### config.mk
export PLATFORM = sky130hd
export DESIGN_NAME = mem_access_stage
export DESIGN_NICKNAME = d
export VERILOG_FILES = /design/src/rtl/mem_access_stage.sv
export SDC_FILE = /design/constraint.sdc
export NUM_CORES = 1
export LEC_CHECK = 0
export BUFFER_PORTS_ARGS = -buffer_cell sky130_fd_sc_hd__clkbuf_2
export CAP_MARGIN = 20
export CORE_AREA = 3 3 161 163
export CTS_BUF_LIST = sky130_fd_sc_hd__clkbuf_16
export CTS_CLUSTER_SIZE = 16
export DETAILED_ROUTE_END_ITERATION = 10
export DIE_AREA = 0 0 164 166
export PLACE_DENSITY = 0.69
export SYNTH_ARGS = -nofsm -noshare
export SYNTH_HDL_FRONTEND = slang
export SYNTH_SLANG_ARGS = --single-unit
### constraint.sdc
create_clock -name CLK -period 2.6 [get_ports CLK]
set_clock_uncertainty 0.05 [all_clocks]
set_input_delay 0.26 -clock CLK [delete_from_list [all_inputs] [get_ports CLK]]
set_output_delay 0.26 -clock CLK [all_outputs]
set_load 0.05 [all_outputs]
### src/rtl/mem_access_stage.sv
// MEM stage: drives data-memory loads/stores over a req/ack handshake,
// stalls the pipeline while an access is in flight, and fills MEM/WB.
module mem_access_stage #(
    parameter int TIMEOUT = 16,
    parameter int CW = $clog2(TIMEOUT + 1)
) (
    input  logic        CLK,
    input  logic        RST,
    input  logic [31:0] ALUresult,
    input  logic [4:0]  Wreg_addr,
    input  logic        RegWrite,
    input  logic        MemWrite,
    input  logic        MemRead,
    input  logic        MemtoReg,
    input  logic        JtoPC,
    input  logic        Branch,
    input  logic        zero,
    input  logic [31:0] Branch_addr,
    input  logic [31:0] jump_addr,
    input  logic [31:0] DM_Write_data,
    input  logic [31:0] next_PC,
    output logic        dm_req,
    output logic        dm_we,
    output logic [31:0] dm_addr,
    output logic [31:0] dm_wdata,
    input  logic        dm_ack,
    input  logic [31:0] dm_rdata,
    output logic        stall,
    output logic        redirect,
    output logic [31:0] redirect_addr,
    output logic        wb_valid,
    output logic        wb_RegWrite,
    output logic        wb_MemtoReg,
    output logic [4:0]  wb_Wreg_addr,
    output logic [31:0] wb_ALUresult,
    output logic [31:0] wb_read_data,
    output logic [31:0] wb_next_PC,
    output logic        err_misalign,
    output logic        err_timeout
);

    typedef enum logic [1:0] {IDLE, WAIT, DONE} state_t;

    localparam logic [CW-1:0] LAST = CW'(TIMEOUT - 1);

    state_t        state;
    state_t        state_nx;
    logic [CW-1:0] cnt;
    logic [31:0]   rdata_q;
    logic          acc;
    logic          mis;
    logic          take;

    assign acc  = MemRead | MemWrite;
    assign mis  = acc & (ALUresult[1:0] != 2'b00);
    assign take = JtoPC | (Branch & zero);

    always_comb begin
        state_nx = state;
        stall    = 1'b0;
        unique case (state)
            IDLE: begin
                if (acc && !mis) begin
                    stall    = 1'b1;
                    state_nx = WAIT;
                end
            end
            WAIT: begin
                stall = 1'b1;
                if (dm_ack || cnt == LAST)
                    state_nx = DONE;
            end
            DONE:    state_nx = IDLE;
            default: state_nx = IDLE;
        endcase
        if (RST)
            stall = 1'b0;
    end

    always_comb begin
        redirect      = !RST && !stall && take;
        redirect_addr = 32'h0;
        if (redirect)
            redirect_addr = JtoPC ? jump_addr : Branch_addr;
    end

    // Pipeline registers update on the falling edge.
    always_ff @(negedge CLK) begin
        if (RST) begin
            state        <= IDLE;
            cnt          <= '0;
            rdata_q      <= 32'h0;
            dm_req       <= 1'b0;
            dm_we        <= 1'b0;
            dm_addr      <= 32'h0;
            dm_wdata     <= 32'h0;
            err_misalign <= 1'b0;
            err_timeout  <= 1'b0;
            wb_valid     <= 1'b0;
            wb_RegWrite  <= 1'b0;
            wb_MemtoReg  <= 1'b0;
            wb_Wreg_addr <= 5'h0;
            wb_ALUresult <= 32'h0;
            wb_read_data <= 32'h0;
            wb_next_PC   <= 32'h0;
        end else begin
            state <= state_nx;
            unique case (state)
                IDLE: begin
                    if (acc && !mis) begin
                        dm_req   <= 1'b1;
                        dm_we    <= MemWrite;
                        dm_addr  <= ALUresult;
                        dm_wdata <= DM_Write_data;
                        cnt      <= '0;
                    end
                    if (mis)
                        err_misalign <= 1'b1;
                end
                WAIT: begin
                    if (dm_ack) begin
                        rdata_q <= dm_rdata;
                        dm_req  <= 1'b0;
                    end else if (cnt == LAST) begin
                        rdata_q     <= 32'h0;
                        dm_req      <= 1'b0;
                        err_timeout <= 1'b1;
                    end else begin
                        cnt <= cnt + 1'b1;
                    end
                end
                default: ;
            endcase
            // Stalled or misaligned: push a bubble, keep the payload.
            if (stall || (state == IDLE && mis)) begin
                wb_valid    <= 1'b0;
                wb_RegWrite <= 1'b0;
            end else begin
                wb_valid     <= 1'b1;
                wb_RegWrite  <= RegWrite;
                wb_MemtoReg  <= MemtoReg;
                wb_Wreg_addr <= Wreg_addr;
                wb_ALUresult <= ALUresult;
                wb_next_PC   <= next_PC;
            end
            wb_read_data <= (state == DONE) ? rdata_q : 32'h0;
        end
    end

endmodule

==> results of run 1 <==
-- logic make-up (layout without fill, tap and decap cells) --
family / Yosys count / after routing / synth area share (%)
multiplexers: 32 / 32 / 4.23
flip-flops: 211 / 211 / 55.8
AO/OA/AOI/OAI: 174 / 174 / 12.6
other: 0 / 2 / 0
XOR/XNOR: 2 / 2 / 0.232
AND/OR/NAND/NOR: 397 / 397 / 22.1
buffers and inverters: 74 / 781 / 4.65
adder cells (fa/ha/maj): 2 / 2 / 0.331
-- timing repair --
action / in CTS / in global routing
resized for setup: 715 / 161
hold buffers: 0 / 0
setup buffers: 25 / 46
gates cloned: 3 / 5
setup endpoints to repair: 267 / 244
pin swaps: 2 / 28
-- stage by stage --
stage	utilization (%)	total power, W	setup WS [ns]
6_report	68.3	0.0107	-1.12
4_1_cts	64.8	0.0103	-1.11
3_5_place_dp	42.9	0.00532	-0.682
3_3_place_gp	42.9	0.00531	-0.647
2_1_floorplan	-	0.00487	-0.578
5_1_grt	68.3	0.0112	-1.20
-- state kept, by name, indices dropped and copies added (netlist names), 2 cells and up --
signal / count
dm_addr: 32
wb_ALUresult: 32
dm_wdata: 32
state: 2
cnt: 5
wb_read_data: 32
wb_Wreg_addr: 5
wb_next_PC: 32
rdata_q: 32
-- cells in the mapped netlist --
master	number	area, um^2
mux2i_1	32	320
nor3b_1	3	22.5
or2_2	1	6.26
nand2b_1	1	6.26
dfxtp_1	211	4220
o21ai_1	1	5.00
or2_4	1	8.76
clkbuf_1	46	173
inv_1	4	15.0
nor3_1	4	20.0
ha_1	2	25.0
a22oi_1	32	240
and3_1	1	6.26
nor4_4	1	21.3
nand4_1	1	6.26
nand2_1	258	968
or4_1	2	15.0
nand2_2	10	62.6
a21oi_1	139	696
and2_1	34	213
nor2b_1	1	6.26
buf_2	15	75.1
buf_6	7	78.8
a31oi_1	2	12.5
nand3_1	2	10.0
xor2_1	2	17.5
clkbuf_2	2	10.0
or4b_2	1	10.0
nor2_1	75	282
nor4b_1	1	8.76
-- metal layers --
| layer | GRT usage [%] | vias up | routed length (um) |
|---|---|---|---|
| li1 | - | 4293 | - |
| met1 | 20.8 | 4532 | 12000 |
| met2 | 44.0 | 578 | 19700 |
| met3 | 9.68 | 208 | 3260 |
| met4 | 18.6 | 0 | 3180 |
| met5 | 0 | - | 0 |
-- final timing paths --
kind	slack (ns)	start	to	cells past startpoint
setup / recovery	-1.12	state[1]$_SDFFE_NP0P_	redirect_addr[6]	6
setup reg to reg	0.38	cnt[0]$_SDFFE_NP0P_	cnt[4]$_SDFFE_NP0P_	6
hold / removal	0.39	rdata_q[12]$_SDFFE_NP0P_	wb_read_data[12]$_SDFF_NP0_	1
hold reg to reg	0.39	rdata_q[12]$_SDFFE_NP0P_	wb_read_data[12]$_SDFF_NP0_	1
-- power by group --
part           internal (W)  switching [W]  total [W]  leakage [nW]
clock               0.00267        0.00249    0.00516          1.54
combinational      0.000907        0.00107    0.00198          4.56
sequential          0.00340       0.000113    0.00351          1.79
-- cell type report --
cell class | count | area share, %
flip-flops and latches | 211 | 26.6
clock inverters | 228 | 6.00
multi-input cells | 607 | 21.1
repair buffers | 525 | 39.9
diodes | 2 | 0.0300
clock buffers | 25 | 3.75
inverters | 3 | 0.0899
well taps | 324 | 2.43
-- worst max-delay path: cells and delay by family (launching register included) --
kind                   cells  cell delay, ns
buffers and inverters      3            0.48
flip-flops                 1            0.36
AND/OR/NAND/NOR            3            0.69
==> impl_metrics.py, run 1 <==
metrics = {
    "outcome": {
        "outcome": "finished with violations",
        "violations": "setup timing",
    },
    "route": {
        "routed_len_inst_um": 19.8,
        "antenna_left": 0,
        "detailedRoute.firstIterationViolations": 538,
        "drt-total-wl_um": 38200,
        "post-route-drc-count": 0,
        "drt-vias-per-instance": 4.99,
        "detailroute.via_count": 9611,
        "dr.pass1.iters": 6,
    },
    "logic_synthesis": {
        "synthDistinctLibCells": 30,
        "syn_inst": 892,
        "syn-mean-instance-area_um2": 8.48,
        "cell_area_after_technology_mapping_um2": 7560,
        "synth_sequential_area_ratio_pct": 55.8,
        "total_of_flip_flops_plus_latches_after_synthesis": 211,
        "yosys_warnings": 0,
        "synth_fp_nets": 1101,
    },
    "place": {
        "final_estimated_routing_congestion_in_global_placement": 0.807,
        "dpl-instance-area_um2": 10500,
        "place.port_buffers": 412,
        "dp.final_hpwl_um": 18700,
        "place.detailed.instances": 1593,
    },
    "floorplan": {
        "start_util_pct": 30.9,
        "chipHeight_um": 166,
        "io_pins": 413,
        "rows": 57,
        "core_area_um2": 24500,
        "die_outline_area_um2": 27200,
        "dieWidth_um": 164,
    },
    "layout": {
        "num-fill-cells": 1564,
        "final_cell_count_no_fill": 1925,
        "layout-drive-gt1-share_pct": 54.1,
        "layout.cell_area.non_filler_um2": 16700,
        "mostFrequentLayoutCell": "nand2_1",
        "final_cell_mix": "nand2_1 (226), inv_1 (218), clkbuf_2 (204)",
        "final-seq-area_um2": 4450,
        "multiInputGateArea_um2": 3530,
        "nNetsFinal": 1792,
        "syn_to_final_growth_pct": 121,
    },
    "timing": {
        "timing.setup.tns_ns": -66.91,
        "worst_hold_slack_ns": 0.393,
        "final_hold_viol_count": 0,
        "timing.max_slew.rel_slack_pct": 46.5,
        "rsz_0062_raised_after_global_routing": "true",
        "tightest_slew_ns": 0.780,
        "setup_slack_ns": -1.12,
        "timing_max_transition_violations_final": 0,
        "final_setup_violations": 274,
    },
    "global_route": {
        "grt_pass1_vias": 10500,
        "globalRouteTotalUtil_pct": 24.2,
        "antenna_found_initial": 2,
        "grt.overflow.total": 0,
        "maximum_number_of_pins_on_one_net_before_global_route_repair": 58,
        "grt_pass1_wl_um": 52700,
    },
    "critical_path": {
        "critPathArrivalTime_ns": 3.41,
        "crit_slowest_cell": "or4_4",
        "worstSetupPathType": "reg2out",
        "slowest_stage_delay_on_critical_path_ns": 0.53,
        "critical_path.max_fanout": 8,
        "cp.required_ns": 2.29,
        "crit_path_start_kind": "register",
        "crit_chain": "buf_6 > nor2b_4 > or4_4 > clkbuf_16 > nor2_4 > buf_8",
        "setup.worst_path.end_class": "output port",
    },
    "clock_network": {
        "cts_sink_cnt": 211,
        "worst_skew_pair.late_latency_ns": 0.59,
        "tritoncts.num_buffers": 24,
        "cts-root-buf": "clkbuf_16",
        "clk_pin_slew_ns": 0.06,
        "cts.path.max_buffers": 3,
        "tritoncts": "built",
        "cts.htree.levels": 1,
    },
    "pwr": {
        "powerDensity_nw_per_um2": 638,
        "leakage_nw": 7.90,
        "worst_ir_drop_vdd_mv": 0.620,
    },
    "hold_path": {
        "hold_path_class": "reg2reg",
    },
    "run": {
        "timing.max_cap.violations": 0,
    },
}
No activity file was read; power rests on OpenSTA's default activity.
==> inputs of run 2 (changes only) <==
- ABC_CLOCK_PERIOD_IN_PS: unset -> 3200
- CORE_AREA: 3 3 161 163 -> 3 3 159 161
- DIE_AREA: 0 0 164 166 -> 0 0 162 164
- PLACE_DENSITY: 0.69 -> 0.73
- clock period: 2.6 -> 3.2 ns (I/O delays scaled with it)
==> run 2 against run 1 <==
The flow still finishes with violations (setup timing). Clock power down 31%. Non-clock buffer count down 69. Largest cell class is now registers. Count of clock-buffer cells in the layout unchanged. Core utilization down 16 points. Sequential share of layout area up 7.1 points. Power down 29%. Highest routed layer unchanged. Critical endpoint is now redirect_addr[22]. Global-route usage down 4.4 points. Critical path depth unchanged. Flip-flop and latch count unchanged. Combinational power down 39%. Largest power group unchanged. Die area down 2.4%. Sequential power down 21%.
==> impl_metrics.py, run 2 (synthesis results as in run 1) <==
metrics = {
    "layout": {
        "layout-drive-gt1-share_pct": 36.4,
        "mostFrequentLayoutCell": "clkbuf_2",
        "num-fill-cells": 2270,
        "final_cell_count_no_fill": 1855,
        "num_antenna_cells": 0,
        "nNetsFinal": 1724,
        "syn_to_final_growth_pct": 65.7,
        "final_util_pct": 52.0,
        "final_cell_mix": "clkbuf_2 (316), nand2_1 (258), inv_1 (220)",
        "layout.cell_area.non_filler_um2": 12500,
    },
    "clock_network": {
        "clk_pin_slew_ns": 0.03,
        "tritoncts": "built",
        "cts-root-buf": "clkbuf_16",
        "cts.path.max_buffers": 3,
        "worst_skew_pair.late_latency_ns": 0.57,
        "cts_sink_cnt": 211,
        "tritoncts.num_buffers": 25,
        "cts.htree.levels": 1,
    },
    "critical_path": {
        "cp.required_ns": 2.83,
        "reg2regPathDepth": 6,
        "setup.worst_path.end_class": "output port",
        "crit_path_start_kind": "register",
        "critPathArrivalTime_ns": 3.66,
        "critical_path.max_fanout": 14,
        "worstSetupPathType": "reg2out",
    },
    "pwr": {
        "combinationalPowerShare_pct": 15.8,
        "power.share.clock_pct": 47.2,
        "p_int_w": 0.00492,
        "switching_share_pct": 34.9,
        "powerDensity_nw_per_um2": 603,
        "power.net_switching_w": 0.00264,
        "worst_ir_drop_vdd_mv": 0.489,
        "p_seq_share_pct": 37.0,
        "leakage_nw": 6.45,
        "total_power_w": 0.00756,
    },
    "place": {
        "final_estimated_routing_congestion_in_global_placement": 0.787,
        "dp.final_hpwl_um": 19200,
        "dpl-instance-area_um2": 10500,
        "place.detailed.instances": 1593,
        "place.port_buffers": 412,
    },
    "route": {
        "drt-total-wl_um": 28500,
        "antenna_left": 0,
        "detailedRoute.firstIterationViolations": 372,
        "routed_len_inst_um": 15.4,
        "detailroute.via_count": 8493,
        "drt-vias-per-instance": 4.58,
        "post-route-drc-count": 0,
        "dr.pass1.iters": 4,
    },
    "floorplan": {
        "chipHeight_um": 164,
        "rows": 57,
        "core_area_um2": 24100,
        "io_pins": 413,
        "die_outline_area_um2": 26600,
        "start_util_pct": 31.4,
        "dieWidth_um": 162,
    },
    "timing": {
        "tightest_slew_ns": 0.488,
        "timing.setup.tns_ns": -27.31,
        "timing.max_slew.rel_slack_pct": 66.5,
        "final_hold_viol_count": 0,
        "rsz_0062_raised_after_global_routing": "true",
        "setup_slack_ns": -0.833,
        "timing_max_transition_violations_final": 0,
        "final_setup_violations": 34,
    },
    "global_route": {
        "grt_pass1_vias": 8681,
        "globalRoute.busiestLayer": "met2",
        "grt.met3_usage_pct": 8.73,
        "antenna_found_initial": 0,
        "grt_pass1_wl_um": 42300,
        "grt.overflow.total": 0,
        "use_met1_pct": 19.7,
        "maximum_number_of_pins_on_one_net_before_global_route_repair": 67,
        "grtUsageMet2_pct": 34.4,
        "globalRouteTotalUtil_pct": 19.8,
    },
    "hold_path": {
        "hold_path_class": "reg2reg",
        "min_path_cells": 2,
    },
    "outcome": {
        "violations": "setup timing",
        "outcome": "finished with violations",
    },
    "run": {
        "timing.max_cap.violations": 0,
    },
}
-- run 2: cell types whose count changed in the layout (fill, tap and decap cells not counted), sizes merged --
cell      delta
clkinv       +1
clkinvlp     +1
inv          +4
diode        -2
bufinv       -5
buf         -69
-- run 2: final timing paths --
| kind | startpoint | end | slack, ns |
|---|---|---|---|
| max | state[1]$_SDFFE_NP0P_ | redirect_addr[22] | -0.83 |
| min | wb_Wreg_addr[4]$_SDFFE_NP0N_ | wb_Wreg_addr[4]$_SDFFE_NP0N_ | 0.39 |
| max reg2reg | cnt[0]$_SDFFE_NP0P_ | cnt[4]$_SDFFE_NP0P_ | 1.15 |
| min reg2reg | wb_Wreg_addr[4]$_SDFFE_NP0N_ | wb_Wreg_addr[4]$_SDFFE_NP0N_ | 0.39 |
-- run 2: timing repair --
item / in CTS / in global routing
setup endpoints to repair: 41 / 128
setup buffers: 3 / 3
gates cloned: 2 / 2
hold buffers: 0 / 0
gates resized for setup: 78 / 111
pin swaps: 3 / 7
-- run 2: final cells by class --
| type | count | area (um^2) | area share (%) |
|---|---|---|---|
| sequential | 211 | 4230 | 33.8 |
| clock inverter | 229 | 891 | 7.11 |
| inverter | 3 | 15.0 | 0.120 |
| tap | 324 | 405 | 3.23 |
| timing repair buffer | 456 | 3060 | 24.4 |
| multi-input combinational | 607 | 3300 | 26.4 |
| clock buffer | 25 | 626 | 4.99 |
-- run 2: critical path, cell delays in order (launching register included) --
cell and delay, ns:
dfxtp_4 0.36, buf_6 0.10, nor2b_4 0.03, or4_4 0.50, buf_16 0.22, nor2_4 0.12, buf_12 0.15
-- run 2: power by group through the flow --
stage	clock network, W	logic [W]	registers [W]
after global routing	0.00404	0.00126	0.00280
after floorplan	0.000400	0.000433	0.00312
final	0.00357	0.00120	0.00279
after detailed placement	0.000400	0.00110	0.00283
after global placement	0.000400	0.00109	0.00282
after CTS	0.00370	0.00116	0.00279
-- run 2: layer usage --
metal	share of wire (%)	wire length (um)
met1	36	10200
met2	52	14700
met3	8.4	2400
met4	4.3	1240
met5	0	0
-- run 2: stage by stage --
step	hold slack [ns]	worst slack, ns
5_1_grt	0.403	-0.918
6_report	0.395	-0.833
3_3_place_gp	0.386	-0.398
4_1_cts	0.393	-0.885
3_5_place_dp	0.390	-0.420
2_1_floorplan	0.381	-0.338
==> inputs of run 3 (changes only) <==
- CELL_PAD_IN_SITES_DETAIL_PLACEMENT: unset -> 1
- CELL_PAD_IN_SITES_GLOBAL_PLACEMENT: unset -> 2
- CORE_AREA: 3 3 159 161 -> unset
- CORE_MARGIN: unset -> 3
- CORE_UTILIZATION: unset -> 21
- DIE_AREA: 0 0 162 164 -> unset
- PLACE_DENSITY: 0.73 -> 0.75
==> run 3 against run 2 <==
The flow still finishes with violations (setup timing). Die area grew 44%. First-iteration DRC count shrank 35%. Largest power group unchanged. Flip-flop and latch count stayed put. Critical path depth grew 1. Largest cell class unchanged.
==> impl_metrics.py, run 3 (synthesis results as in run 1) <==
metrics = {
    "outcome": {
        "outcome": "finished with violations",
        "violations": "setup timing",
    },
    "pwr": {
        "combinationalPowerShare_pct": 15.8,
        "p_seq_share_pct": 35.5,
        "power.share.clock_pct": 48.7,
        "powerDensity_nw_per_um2": 602,
        "total_power_w": 0.00787,
        "p_int_w": 0.00515,
        "power.net_switching_w": 0.00272,
        "switching_share_pct": 34.6,
        "worst_ir_drop_vdd_mv": 0.403,
        "leakage_nw": 6.58,
    },
    "critical_path": {
        "critical_path_buf_inv_count": 4,
        "crit_slowest_cell": "or4_4",
        "cp_top_family": "buffers and inverters",
        "setup.worst_path.end_class": "output port",
        "critical_path.max_fanout": 15,
        "crit_path_start_kind": "register",
        "regToRegStartpoint": "cnt[0]$_SDFFE_NP0P_",
        "cp.required_ns": 2.83,
        "critical_path.reg2reg.endpoint": "cnt[4]$_SDFFE_NP0P_",
        "critPathArrivalTime_ns": 3.70,
        "reg2regPathDepth": 6,
        "slowest_stage_delay_on_critical_path_ns": 0.43,
        "worst_path_most_repeated_cell": "buf_12",
        "crit_chain": "buf_6 > nor2b_4 > or4_4 > buf_12 > buf_12 > nor2_4 > buf_12",
        "worstSetupPathType": "reg2out",
        "r2r_setup_slack_ns": 1.16,
    },
    "floorplan": {
        "chipHeight_um": 196,
        "core_area_um2": 35100,
        "die_outline_area_um2": 38300,
        "rows": 68,
        "dieWidth_um": 196,
        "start_util_pct": 21.6,
        "io_pins": 413,
    },
    "timing": {
        "final_setup_violations": 34,
        "setup_slack_ns": -0.871,
        "tightest_slew_ns": 0.493,
        "worst_hold_slack_ns": 0.394,
        "timing.setup.tns_ns": -28.19,
        "final_hold_viol_count": 0,
        "timing_max_transition_violations_final": 0,
        "rsz_0062_raised_after_global_routing": "true",
        "timing.max_slew.rel_slack_pct": 66.2,
    },
    "clock_network": {
        "cts-root-buf": "clkbuf_16",
        "cts.path.max_buffers": 3,
        "cts.hold.buffers_added": 0,
        "cts_sink_cnt": 211,
        "worst_skew_pair.late_latency_ns": 0.58,
        "tritoncts": "built",
        "clk_pin_slew_ns": 0.04,
        "tritoncts.num_buffers": 26,
        "cts.htree.levels": 1,
    },
    "layout": {
        "num-fill-cells": 4284,
        "final_cell_count_no_fill": 2000,
        "layout.cell_area.non_filler_um2": 13100,
        "final_cell_mix": "nand2_1 (258), clkbuf_2 (257), inv_1 (219)",
        "syn_to_final_growth_pct": 72.8,
        "mostFrequentLayoutCell": "nand2_1",
        "layout-drive-gt1-share_pct": 36.5,
        "nNetsFinal": 1735,
    },
    "run": {
        "timing.max_cap.violations": 0,
    },
    "route": {
        "routed_len_inst_um": 16.1,
        "detailroute.via_count": 8593,
        "post-route-drc-count": 0,
        "detailedRoute.firstIterationViolations": 241,
        "drt-total-wl_um": 32100,
        "dr.pass1.iters": 4,
        "antenna_left": 0,
        "drt-vias-per-instance": 4.30,
    },
    "hold_path": {
        "min_path_cells": 1,
        "min-delay-start": "rdata_q[11]$_SDFFE_NP0P_",
        "hold_path_class": "reg2reg",
        "min_delay_worst_endpoint": "wb_read_data[11]$_SDFF_NP0_",
    },
    "global_route": {
        "globalRouteTotalUtil_pct": 15.7,
        "maximum_number_of_pins_on_one_net_before_global_route_repair": 62,
        "antenna_found_initial": 1,
        "grt_pass1_vias": 9416,
        "grt_pass1_wl_um": 48800,
        "grt.overflow.total": 0,
    },
    "place": {
        "place.port_buffers": 412,
        "place.detailed.instances": 1727,
        "dp.final_hpwl_um": 22200,
        "dpl-instance-area_um2": 11100,
        "final_estimated_routing_congestion_in_global_placement": 0.734,
    },
}
run 3: cell count changes in the layout (fill, tap and decap cells not counted), moves of 15 or more:
cell / before / now
clkbuf_2: 316 / 257
clkbuf_4: 19 / 66
buf_12: 16 / 43
buf_8: 32 / 8
buf_4: 24 / 39
run 3: metal layers:
layer,global-route usage [%],part of all wire [%]
met1,15.7,37
met2,27.6,51
met3,6.96,8.3
met4,8.29,3.4
met5,0,0
run 3: what timing repair did:
item,4_1_cts,5_1_grt
buffers inserted,9,5
resized for setup,68,119
pin swaps,2,3
setup endpoints to repair,79,125
cloned,1,2
run 3: how the worst max path moves through the flow:
stage,start,to,slack [ns],cells past startpoint
after floorplan,state[0]$_SDFFE_NP0P_,redirect_addr[0],-0.34,6
after global placement,ALUresult[0],dm_wdata[11]$_SDFFE_NP0P_,-0.45,7
after detailed placement,ALUresult[0],dm_wdata[11]$_SDFFE_NP0P_,-0.47,7
after CTS,state[1]$_SDFFE_NP0P_,redirect_addr[31],-0.92,7
after global routing,state[1]$_SDFFE_NP0P_,redirect_addr[31],-0.96,7
final,state[1]$_SDFFE_NP0P_,redirect_addr[31],-0.87,7
run 3: stage by stage:
stage	setup slack (ns)	util [%]
2_1_floorplan	-0.338	-
3_3_place_gp	-0.447	31.5
3_5_place_dp	-0.469	31.5
4_1_cts	-0.922	36.8
5_1_grt	-0.958	37.3
6_report	-0.871	37.3
run 3: worst register-to-register path: stages (launching register included):
cell and delay [ns]:
dfxtp_1 0.32, ha_1 0.21, and3_1 0.18, ha_1 0.22
or4b_2 0.70, a31oi_1 0.20, nor2_1 0.05
run 3: final cells by class:
type                            count  area (um^2)  share of cell area [%]
Inverter                            3         15.0                   0.115
Multi-Input combinational cell    607         3270                    25.0
Antenna cell                        1         2.50                  0.0191
Clock inverter                    230          912                    6.98
Clock buffer                       27          676                    5.17
Tap cell                          455          569                    4.35
Sequential cell                   211         4230                    32.4
Timing Repair Buffer              466         3400                    26.0
run 3: power groups by stage:
stage	logic, W	registers, W	clock network, W
4_1_cts	0.00123	0.00280	0.00404
3_3_place_gp	0.00118	0.00283	0.000400
6_report	0.00124	0.00279	0.00383
5_1_grt	0.00133	0.00280	0.00436
2_1_floorplan	0.000433	0.00312	0.000400
3_5_place_dp	0.00119	0.00283	0.000400
